<file path="src/rtl/qspi_rom_reader.sv">
// Quad I/O read initiator: sends command, address and dummy clocks, then streams
// bytes from the external ROM one data_valid pulse per byte.
module qspi_rom_reader #(
   parameter int         ADDR_BITS    = 24,
   parameter int         LEN_BITS     = 8,
   parameter int         DUMMY_CYCLES = 6,
   parameter logic [7:0] CMD_BYTE     = 8'hEB
) (
   input  logic                 clk,
   input  logic                 rst_n,
   input  logic                 req_valid,
   output logic                 req_ready,
   input  logic [ADDR_BITS-1:0] req_addr,
   input  logic [LEN_BITS-1:0]  req_len,
   output logic [7:0]           data_out,
   output logic                 data_valid,
   output logic                 done,
   output logic                 busy,
   output logic                 spi_cs_n,
   output logic                 spi_clk,
   output logic [3:0]           spi_io_out,
   output logic [3:0]           spi_io_oe,
   input  logic [3:0]           spi_io_in
);

   localparam int NIBS  = ADDR_BITS / 4;
   localparam int CNT_W = $clog2(ADDR_BITS + DUMMY_CYCLES + 9);

   typedef enum logic [2:0] {IDLE, CMD, ADDR, DUMMY, DATA, END} state_t;

   state_t               state;
   state_t               next_state;
   logic                 sclk;
   logic [CNT_W-1:0]     cnt;
   logic [ADDR_BITS-1:0] addr_q;
   logic [LEN_BITS-1:0]  remaining;
   logic [3:0]           hi_nib;
   logic                 active;
   logic                 fall;
   logic [2:0]           cmd_idx;

   function automatic logic [3:0] addr_nibble(input logic [ADDR_BITS-1:0] a,
                                              input logic [CNT_W-1:0] idx);
      logic [ADDR_BITS-1:0] s;
      s = a >> (4 * (NIBS - 1 - int'(idx)));
      return s[3:0];
   endfunction

   assign active  = (state == CMD) || (state == ADDR) || (state == DUMMY) || (state == DATA);
   // The coming clk edge takes spi_clk 1->0; phase counters and IO only move then.
   assign fall    = active & sclk;
   assign cmd_idx = 3'd7 - cnt[2:0];

   always_ff @(posedge clk or negedge rst_n) begin
      if (!rst_n) state <= IDLE;
      else        state <= next_state;
   end

   always_comb begin
      next_state = state;
      case (state)
         IDLE:  if (req_valid) next_state = (req_len == '0) ? END : CMD;
         CMD:   if (fall && cnt == CNT_W'(7)) next_state = ADDR;
         ADDR:  if (fall && cnt == CNT_W'(NIBS - 1))
                   next_state = (DUMMY_CYCLES == 0) ? DATA : DUMMY;
         DUMMY: if (fall && cnt == CNT_W'(DUMMY_CYCLES - 1)) next_state = DATA;
         DATA:  if (fall && cnt[0] && remaining == LEN_BITS'(1)) next_state = END;
         END:   next_state = IDLE;
         default: next_state = IDLE;
      endcase
   end

   always_ff @(posedge clk or negedge rst_n) begin
      if (!rst_n) begin
         sclk       <= 1'b0;
         cnt        <= '0;
         addr_q     <= '0;
         remaining  <= '0;
         hi_nib     <= '0;
         data_out   <= '0;
         data_valid <= 1'b0;
      end else begin
         sclk       <= active ? ~sclk : 1'b0;
         data_valid <= 1'b0;
         if (state == IDLE && req_valid) begin
            addr_q    <= req_addr;
            remaining <= req_len;
         end
         if (next_state != state) cnt <= '0;
         else if (fall)           cnt <= cnt + CNT_W'(1);
         // DATA: even cnt is the high nibble, odd cnt the low nibble of a byte
         if (state == DATA) begin
            if (!sclk) begin
               if (!cnt[0]) begin
                  hi_nib <= spi_io_in;
               end else begin
                  data_out   <= {hi_nib, spi_io_in};
                  data_valid <= 1'b1;
               end
            end else if (cnt[0]) begin
               remaining <= remaining - LEN_BITS'(1);
            end
         end
      end
   end

   always_comb begin
      req_ready  = (state == IDLE);
      busy       = active;
      done       = (state == END);
      spi_cs_n   = ~active;
      spi_clk    = sclk;
      spi_io_oe  = 4'b0000;
      spi_io_out = 4'b0000;
      case (state)
         CMD: begin
            spi_io_oe  = 4'b0001;
            spi_io_out = {3'b000, CMD_BYTE[cmd_idx]};
         end
         ADDR: begin
            spi_io_oe  = 4'b1111;
            spi_io_out = addr_nibble(addr_q, cnt);
         end
         default: ;
      endcase
   end

endmodule

</file>
<file path="config.mk">
export PLATFORM = sky130hd
export DESIGN_NAME = qspi_rom_reader
export DESIGN_NICKNAME = d
export VERILOG_FILES = /design/src/rtl/qspi_rom_reader.sv
export SDC_FILE = /design/constraint.sdc
export NUM_CORES = 1
export LEC_CHECK = 0
export ABC_AREA = 1
export CORE_AREA = 2 2 84 86
export CTS_BUF_LIST = sky130_fd_sc_hd__clkbuf_16
export DETAILED_ROUTE_END_ITERATION = 8
export DIE_AREA = 0 0 86 88
export GPL_TIMING_DRIVEN = 0
export HOLD_SLACK_MARGIN = 0.03
export PLACE_DENSITY = 0.74
export SYNTH_ARGS = -nofsm -noshare
export SYNTH_HDL_FRONTEND = slang
export SYNTH_SLANG_ARGS = --single-unit
</file>
<file path="constraint.sdc">
create_clock -name clk -period 2.1 [get_ports clk]
set_input_delay 0.525 -clock clk [delete_from_list [all_inputs] [get_ports clk]]
set_output_delay 0.525 -clock clk [all_outputs]
set_load 0.01 [all_outputs]
</file>
==> impl.org <==
** STA
- Total negative setup slack :: -0.589 ns
- Setup repair after global routing could not meet its margin everywhere.
- Slew margin rel. :: 59.6%
- Achievable frequency :: 441 MHz
- Final setup skew :: 0.00826 ns
- The worst path in the final design needs a cycle of 2.27 ns, including I/O delays and setup.
- Total count of max-transition violations in the final report :: 0
- Setup ws final :: -0.168 ns
- Tcrit/Tclk final :: 108%
- Across all hold checks on the routed design, the worst slack comes to 0.233 ns.
- Count of final setup violators :: 4
- Final number of hold-violating endpoints :: 0
- Worst slew pin tran :: 0.606 ns

** Route
- The final route contains 2676 vias.
- After detailed routing, the number of remaining DRC violations is 0.
- Once detail routing completed, the nets flagged for antenna violations numbered 0.
- Final routed wire length divided by cell count :: 12.8 um
- Iteration-0 DRC count of the detailed router :: 146
- The final layout contains routed wiring with a total length of 6950 um.
- Vias per cell :: 4.93
- The first detailed-routing pass took 4 iterations.

** Die
- Core region area :: 6640 um2
- Die Y-Extent :: 88 um
- Count of boundary I/O pins :: 61
- Die width :: 86 um
- For this configuration, the core starts out at a cell density of 44.6%.
- After floorplanning, the core was divided into 30 placement rows.
- The floorplan step defined a die boundary enclosing 7570 um2.

** Setup path
- Critical path's top delay family :: flip-flops
- The critical path runs through a total of 8 cells.
- Worst reg-to-reg path cell count :: 13
- Data on the critical path is required at its endpoint by 1.57 ns.
- The setup path with the least slack is of type reg2out.
- STA classifies the critical path startpoint as a flip-flop.
- Cell chain of the critical path :: inv_4, ha_4, nor2_4, buf_4, o21a_1, o21ai_0, a21oi_2, buf_2
- Along the worst path, the maximum fanout reaches 6.
- Critical path capture point type :: primary output
- Arrival @ worst endpoint :: 1.74 ns
- Crit path largest cell delay :: 0.46 ns
- The largest individual stage delay along the critical path comes from the cell sky130_fd_sc_hd__dfrtp_2.
- Number of buffers and inverters on the critical path :: 3

** Finish
- In the final layout, the share of cells above drive strength 1 is 20.1%.
- Number of fillers in the final layout :: 586
- The sequential cells in the finished layout cover a total of 1380 um2.
- After the last flow step, the layout net total stands at 509.
- In the final layout, the multi-input gates occupy 1430 um2.
- For this run, the share of the core covered by cells in the final layout is 60.5%.
- Final cell count without fillers :: 543
- Layout Area Growth over Synthesis :: 35.6%
- Number of antenna repair diodes :: 0

** Power
- Combinational power share :: 44.6%
- Maximum vdd drop :: 0.519 mV
- Leakage power of the design :: 2.02 nW
- Power dissipated by switching net loads :: 0.00184 W
- In this run, flip-flops and latches consume 36.5% of the power.
- Power spread over the standard cell area amounts to 1120 nW/um2.
- The clock network burns 18.9% of the power.
- Pint :: 0.00268 W
- Switch share :: 40.7%

** Yosys
- Library cells used by synthesis :: 31
- Total number of yosys warnings :: 0
- Yosys attributes the largest share of cell area to sky130_fd_sc_hd__dfrtp_1 46%, sky130_fd_sc_hd__nand2_1 16%, sky130_fd_sc_hd__o21ai_0 5.4%.
- By instance count, the leading cell after synthesis is sky130_fd_sc_hd__nand2_1.
- Cell count after synthesis :: 376
- By count the netlist is led by 127 x sky130_fd_sc_hd__nand2_1, 55 x sky130_fd_sc_hd__dfrtp_1, 37 x sky130_fd_sc_hd__inv_1.
- Post-synth top flop :: sky130_fd_sc_hd__dfrtp_1
- sky130_fd_sc_hd__dfrtp_1 takes more of the synthesized area than any other cell.
- Synthesis produced a netlist with a net count of 423.
- Synthesis inferred 55 register bits.
- After synthesis, the largest area contributor takes up 46.5% of total cell area.
- Counting flops with an async set or reset pin after synthesis yields a share of 100%.
- Post-synth EDFFs :: 0
- Sequential elements use 46.5% of the synthesized area.
- Netlist area before placement :: 2960 um2
- Post-synthesis average cell area :: 7.88 um2

** Placed design
- After detailed placement, the design holds a cell count of 517.
- Routability-driven placement congestion ratio :: 0.929
- The count of buffers added on input and output ports is 60.
- After legalization and detailed placement, the total HPWL measured 4950 um.

** Clock tree
- CTS tree :: done
- Num CTS Buffers :: 5
- Clock Sink Count :: 55
- Insertion delay to the later sink of the worst-skew pair :: 0.30 ns
- Clock tree buffer depth :: 2
- In this run the number of H-tree levels came out at 2.
- Hold repair after CTS inserted 0 buffers.
- The root buffer cell chosen for the clock tree is sky130_fd_sc_hd__clkbuf_16.
- Clock-pin slew was measured on the worst setup and hold paths at 0.07 ns.

** Global route
- The first global-routing pass estimated 12000 um of wire.
- Maximum number of pins on one net before global-route repair :: 32
- Initial antenna violation count :: 0
- The via count of the first global-routing pass was 2649.
- Summed over all layers, the global routing overflow is 0.
- Total track usage :: 19.9%

** Worst hold path
- Path category of the worst min-delay check :: in2async

** Status
- The final reports fail on negative setup slack.
- Status :: finished with violations

** Job
- Number of maximum-capacitance violations :: 0
[layout by cell type, fill, tap and decap left out, drive strengths merged, types with 2 or more instances in the layout]
| cell type | netlist | routed |
|---|---|---|
| nand2 | 135 | 135 |
| dfrtp | 55 | 55 |
| clkdlybuf4s50 | 0 | 47 |
| inv | 42 | 44 |
| o21ai | 33 | 33 |
| nor2 | 33 | 33 |
| buf | 7 | 31 |
| nand3 | 12 | 12 |
| clkbuf | 5 | 12 |
| nor3 | 9 | 9 |
| ha | 8 | 8 |
| xor2 | 7 | 7 |
| o211ai | 6 | 6 |
| o22ai | 6 | 6 |
| a21oi | 5 | 5 |
| o21a | 4 | 4 |
| dlygate4sd2 | 0 | 4 |
| nand4 | 3 | 3 |
| or2 | 2 | 2 |
| nor4 | 2 | 2 |
[cell type report]
class	count	area share (%)
tap	80	2.49
buffer	12	1.59
multi-input combinational	267	35.7
inverter	42	4.17
timing repair buffer	79	18.0
sequential	55	34.4
clock buffer	5	3.11
clock inverter	3	0.561
[registers in the layout (all words and copies together) (netlist names)]
register / count
addr_q: 24
data_out: 8
remaining: 8
cnt: 6
hi_nib: 4
state: 3
data_valid: 1
spi_clk: 1
[through the flow]
step	setup WS, ns	instance area (um2)	power (W)
2_1_floorplan	0.0271	2980	0.00287
3_3_place_gp	-1.19	3680	0.00339
3_5_place_dp	-0.665	3690	0.00347
4_1_cts	-0.180	3980	0.00448
5_1_grt	-0.267	4020	0.00487
6_report	-0.168	4020	0.00452
[power groups by stage]
| stage | registers, W | logic [W] | clock network [W] |
|---|---|---|---|
| 6_report | 0.00165 | 0.00201 | 0.000854 |
| 5_1_grt | 0.00169 | 0.00228 | 0.000899 |
| 4_1_cts | 0.00165 | 0.00196 | 0.000867 |
| 3_5_place_dp | 0.00168 | 0.00178 | 0 |
| 3_3_place_gp | 0.00167 | 0.00172 | 0 |
| 2_1_floorplan | 0.00162 | 0.00126 | 0 |
[final timing paths]
check / startpoint / to / slack (ns)
max: cnt[1] / spi_io_out[3] / -0.17
min: rst_n / addr_q[3] / 0.23
max reg2reg: state[0] / cnt[1] / 0.18
min reg2reg: data_out[7] / data_out[7] / 0.48
max in group asynchronous: rst_n / cnt[1] / 1.27
min in group clk: data_out[7] / data_out[7] / 0.48
[routing by layer]
layer	vias to the layer above	global-route usage [%]	part of all wire (%)
met1	1251	26.1	46
met4	0	6.35	1.4
met3	8	3.20	3.8
li1	1366	-	-
met2	51	34.0	49
met5	-	0	0
[worst reg2reg max path, stage by stage, from the launching register on]
cell and delay [ns]:
sky130_fd_sc_hd__dfrtp_2 0.43, sky130_fd_sc_hd__buf_4 0.14, sky130_fd_sc_hd__buf_4 0.14, sky130_fd_sc_hd__o21ai_2 0.18, sky130_fd_sc_hd__nand2_4 0.08, sky130_fd_sc_hd__buf_4 0.15, sky130_fd_sc_hd__nand2_2 0.08, sky130_fd_sc_hd__nor2_1 0.05
sky130_fd_sc_hd__nor2_1 0.09, sky130_fd_sc_hd__nand4_1 0.13, sky130_fd_sc_hd__nand2_1 0.10, sky130_fd_sc_hd__nand2_2 0.06, sky130_fd_sc_hd__nand2_4 0.12, sky130_fd_sc_hd__nor2_2 0.05
[cell families (layout without fill, tap and decap cells)]
group,after synthesis,count (layout),share of synthesized area [%]
buf+inv,54,141,7.39
xor+xnor,8,8,2.36
compound gates,55,55,10.6
fa+ha+maj,8,8,3.38
simple gates,196,196,29.8
flops,55,55,46.5
[timing repair]
| action | 4_1_cts | 5_1_grt |
|---|---|---|
| resized for setup | 49 | 12 |
| endpoints found under the hold margin | 0 | 0 |
| pin swaps | 13 | 6 |
| setup buffers | 14 | 4 |
| setup endpoints to repair | 12 | 7 |
(Power assumes the default switching activity.)
